--- config.mk ---
export PLATFORM = sky130hd
export DESIGN_NAME = seq_sink
export DESIGN_NICKNAME = d
export VERILOG_FILES = /design/src/rtl/seq_sink.sv
export SDC_FILE = /design/constraint.sdc
export NUM_CORES = 2
export LEC_CHECK = 0
export ABC_AREA = 1
export CORE_MARGIN = 10
export CORE_UTILIZATION = 25
export CTS_CLUSTER_DIAMETER = 40
export CTS_CLUSTER_SIZE = 28
export DETAILED_ROUTE_END_ITERATION = 16
export DONT_BUFFER_PORTS = 1
export PLACE_DENSITY = 0.52
export SYNTH_ARGS = -nofsm -noshare
export SYNTH_HDL_FRONTEND = slang
export SYNTH_SLANG_ARGS = --single-unit
--- constraint.sdc ---
create_clock -name clock -period 2.4 [get_ports clock]
set_input_delay 0.24 -clock clock [delete_from_list [all_inputs] [get_ports clock]]
set_output_delay 0.24 -clock clock [all_outputs]
set_load 0.05 [all_outputs]
--- src/rtl/seq_sink.sv ---
// seq_sink -- captures a burst of words from a pull-style source into an
// internal memory, then holds the result for readback.
//
// A capture starts on 'start'. While filling, the sink pulls one word per
// cycle with 'req'. The capture ends when the memory is full or when the
// source has nothing to offer on a pulled cycle. The stored words stay
// readable through a registered read port.
//
// Handshake: 'req' is a combinational pull request. A word moves on every
// rising edge where req && in_valid are both high. The sink never pulls
// while full, and a cycle with req high and in_valid low ends the capture.
//
// Optional feature: define SEQ_SINK_SUM_EN to build the running checksum
// 'sum' (the sum of the stored words, modulo 2^W). Without it, 'sum' is tied
// to zero.
//
// Ports:
//   clock      in   rising-edge clock
//   reset      in   synchronous, active-high reset
//   start      in   one-cycle request to begin (or restart) a capture
//   in_valid   in   source has a word available
//   in_data    in   source word [W]
//   req        out  sink pulls one word this cycle
//   busy       out  capture in progress (FILL)
//   done       out  capture finished, result stable (DONE)
//   full       out  count == SIZE
//   count      out  number of words stored [AW]
//   rd_addr    in   readback address [AW]
//   rd_data    out  readback word, one cycle after rd_addr, 0 if rd_addr >= SIZE
//   sum        out  checksum of the stored words [W]
//   dbg_state  out  current FSM state (0 IDLE, 1 FILL, 2 DONE)
module seq_sink #(
  parameter int W    = 8,
  parameter int SIZE = 256,
  localparam int AW  = $clog2(SIZE + 1)
) (
  input  logic          clock,
  input  logic          reset,
  input  logic          start,
  input  logic          in_valid,
  input  logic [W-1:0]  in_data,
  output logic          req,
  output logic          busy,
  output logic          done,
  output logic          full,
  output logic [AW-1:0] count,
  input  logic [AW-1:0] rd_addr,
  output logic [W-1:0]  rd_data,
  output logic [W-1:0]  sum,
  output logic [1:0]    dbg_state
);

  // Memory index width. A write index is always below SIZE because req
  // is low while full, so the low MW bits of count are enough.
  localparam int MW = (SIZE > 1) ? $clog2(SIZE) : 1;
  localparam logic [AW-1:0] SIZE_C = AW'(SIZE);
  localparam logic [AW-1:0] LAST_C = AW'(SIZE - 1);

  typedef enum logic [1:0] {
    IDLE = 2'd0,
    FILL = 2'd1,
    DONE = 2'd2
  } state_t;

  state_t        state_q, state_d;
  logic [AW-1:0] count_q, count_d;
  logic [W-1:0]  rd_data_q;
  logic [W-1:0]  mem_q [SIZE];
  logic          xfer;

  assign full      = (count_q == SIZE_C);
  assign req       = (state_q == FILL) && !full;
  assign xfer      = req && in_valid;
  assign busy      = (state_q == FILL);
  assign done      = (state_q == DONE);
  assign count     = count_q;
  assign rd_data   = rd_data_q;
  assign dbg_state = state_q;

`ifdef SEQ_SINK_SUM_EN
  logic [W-1:0] sum_q, sum_d;
  assign sum = sum_q;
`else
  assign sum = '0;
`endif

  // Next-state logic. Starting a capture (from IDLE or DONE) clears
  // count and sum on the same edge that enters FILL.
  always_comb begin
    state_d = state_q;
    count_d = count_q;
`ifdef SEQ_SINK_SUM_EN
    sum_d   = sum_q;
`endif
    case (state_q)
      IDLE: begin
        if (start) begin
          state_d = FILL;
          count_d = '0;
`ifdef SEQ_SINK_SUM_EN
          sum_d   = '0;
`endif
        end
      end
      FILL: begin
        // start is ignored here.
        if (full) begin
          state_d = DONE;
        end else if (in_valid) begin
          count_d = count_q + AW'(1);
`ifdef SEQ_SINK_SUM_EN
          sum_d   = sum_q + in_data;
`endif
          if (count_q == LAST_C) state_d = DONE;
        end else begin
          // Pulled but nothing offered: the source is exhausted.
          state_d = DONE;
        end
      end
      DONE: begin
        if (start) begin
          state_d = FILL;
          count_d = '0;
`ifdef SEQ_SINK_SUM_EN
          sum_d   = '0;
`endif
        end
      end
      default: state_d = IDLE;
    endcase
  end

  always_ff @(posedge clock) begin
    if (reset) begin
      state_q <= IDLE;
      count_q <= '0;
    end else begin
      state_q <= state_d;
      count_q <= count_d;
    end
  end

`ifdef SEQ_SINK_SUM_EN
  always_ff @(posedge clock) begin
    if (reset) sum_q <= '0;
    else       sum_q <= sum_d;
  end
`endif

  // Memory is never cleared. Reset blocks the write on its own edge so an
  // aborted capture leaves no partial word behind.
  always_ff @(posedge clock) begin
    if (!reset && xfer) mem_q[count_q[MW-1:0]] <= in_data;
  end

  // Registered read. Reading and writing the same address on one edge
  // returns the previous contents.
  always_ff @(posedge clock) begin
    if (reset)                 rd_data_q <= '0;
    else if (rd_addr >= SIZE_C) rd_data_q <= '0;
    else                       rd_data_q <= mem_q[rd_addr[MW-1:0]];
  end

endmodule

==> metrics.txt <==
total congestion overflow=0; Max IR drop VDD=0.8944 mV; ANT nets after route=0; element type at the critical path end=flop; CTS buffer count=294; Max Slew Vio Count=0; DIE HEIGHT=600.2 um; relative slew slack=14.18%; CP Data Required Time=3.19 ns; Rows=212; Reg clk slew, reported paths=0.05 ns; Die ar.=360200 um2; clk_lat worst skew=0.94 ns; port bufs=0; vias in the first global route=56107; Final WS setup=-0.02203 ns; Detailed Route Iter0 Violations=5495; layout cells sized above 1=15.34%; worst hold-check path type=primary input to flop; leakage power=35.79 nW; slowest stage delay, CP=0.33 ns; Worst Tran Pin Value=1.287 ns; DR WL/cell=21.77 um; Syn Inst Count=7068; sequential fraction of the synthesis area=73.53%; via count=56856; Die W=600.2 um; Root Buffer=clkbuf_16; worst-path cell chain=buf_16 > inv_8 > buf_12 > buf_12 > buf_4 > buf_4 > nand3_1 > nand3_1 > nand3_1 > nand3_1 > nand3_1 > nand3_1 > nand3_1 > nand2_1 > nor2_1; RSZ-0062 raised after global routing=true; DRC Markers=0; TritonCTS clock tree=yes; Max Cap Viol=0; cts hold-fix bufs=30; GRT Total Usage=13.73%; Worst path slowest cell=nand2_1; final setup vio count=2; initial antenna violation count=8; Post-Route Setup TNS=-0.03463 ns; power per cell area=836.8 nW/um2; Fillers=33326; Final min period=2.422 ns; initial core utilization=25.16%; Synth-to-Final Area Change=23.30%; Ys Warns=0; pin count of the biggest net entering global routing=1026; Hold Vio Cnt, Final=1665; Most Frequent Cell on Critical Path=nand3_1; area of the core=334500 um2; Synth Cell Area=84160 um2; TritonCTS Sinks=2067; global-route wire length before repair=376000 um; dpl ws=-0.9919 ns; Multi-input gate area=20680 um2; #FFs+latches synth=2067; via/cell ratio=4.704; Crit Path Class=primary input to flop; hold_ws=-0.6390 ns; Avg Cell Area, Syn=11.91 um2; detailed placer's ending HPWL=137300 um; Max clock buf depth=4; Nets=7396; gpl congestion=0.8142; worst path arrival time=3.21 ns; violated checks=negative hold slack, negative setup slack; status=complete, but fails checks; register area=61900 um2; Final period util=100.9%; Pre-Repair DR Iteration Count=6; Synth cell types=30; Total Wirelength=263200 um; max frequency=412.9 MHz; CTS H-tree depth=5; Fin Clk Skew=0.05665 ns; Worst Setup Start Kind=primary input; final core utilization=31.02%; CP max FO=120; I/O pins=52
[through the flow]
step           instance area (um2)  cells  power (mW)
2_1_floorplan                85230   7075       42.89
5_1_grt                     103800  12084       89.39
3_5_place_dp                 93020  11520       43.71
4_1_cts                     103200  12066       86.91
3_3_place_gp                 93020  11520       43.71
6_report                    103800  12088       86.83
[registers in the layout, summed over array words and instances, names as in the netlist]
signal and count:
count 9, dbg_state 2, mem_q 2048, rd_data 8
[layout make-up]
| type | instances | area share [%] |
|---|---|---|
| clock inverters | 193 | 2.110 |
| flip-flops and latches | 2067 | 59.65 |
| repair buffers | 489 | 5.354 |
| inverters | 34 | 0.1676 |
| diodes | 6 | 0.01447 |
| clock buffers | 320 | 7.348 |
| well taps | 4494 | 5.419 |
| multi-input cells | 4485 | 19.93 |
[timing repair]
item | in CTS | in global routing
pin swaps | 5 | 4
resized for setup | 5 | 30
setup buffers | 3 | 3
hold endpoints to repair | 2076 | 2052
endpoints found under the setup margin | 127 | 563
cloned | 0 | 8
[power by group]
| part | total, mW | internal (mW) | switching [mW] |
|---|---|---|---|
| sequential | 39.7 | 39.7 | 0.0483 |
| clock | 43.2 | 26.6 | 16.6 |
| combinational | 3.88 | 1.23 | 2.65 |
[layout by cell type, fill, tap and decap left out, types with 27 or more instances in the layout]
master and n:
buf_4 315, inv_6 37, nand3_1 1930, buf_12 118, nor2_2 60, nand2_1 2075
dlygate4sd3_1 27, clkbuf_16 310, clkinvlp_4 27, nor2_4 115, clkinv_2 32, bufinv_16 30
o21ai_0 34, edfxtp_1 2048, nor2_1 182
[cells in the mapped netlist (all sizes together)]
master | instances | share of area [%]
nor2 | 362 | 1.8
a21oi | 25 | 0.15
nand3 | 1931 | 11
edfxtp | 2048 | 73
inv | 33 | 0.16
o21ai | 34 | 0.20
o22ai | 16 | 0.12
o31ai | 1 | 0.0089
clkbuf | 106 | 0.47
a211oi | 1 | 0.0089
dfxtp | 19 | 0.45
nand2 | 2096 | 9.5
o21a | 1 | 0.0089
clkinv | 1 | 0.0045
conb | 1 | 0.0045
buf | 383 | 2.4
nor3 | 6 | 0.036
ha | 4 | 0.059
[final timing paths]
kind                              startpoint       endpoint  slack [ns]  depth (start not counted)
worst max-delay path              rd_addr[1]     rd_data[0]       -0.02                         15
worst min-delay path                   reset   dbg_state[0]       -0.64                          1
worst max register to register      count[0]  mem_q[231][1]        0.04                         13
worst min register to register  dbg_state[0]   dbg_state[0]        0.62                          3
[metal layers]
metal,up-vias,wire [um],track usage [%]
met5,-,0,0
li1,25801,-,-
met2,2069,126600,23.07
met4,0,8918,4.743
met3,430,18800,2.611
met1,28556,108900,17.72
[kinds of logic (layout without fill, tap and decap cells)]
logic type,after synthesis,after routing,share of synthesized area [%]
buf+inv,523,1036,3.070
flops,2067,2067,73.53
fa+ha+maj,4,4,0.05947
compound gates,78,78,0.4966
simple gates,4395,4395,22.84
other cells,1,14,0.004456
[critical path: cells and delay by family]
kind	cells	cell delay, ns
simple gates	9	1.35
buf+inv	6	1.31
Power figures use the tool's default switching activity.
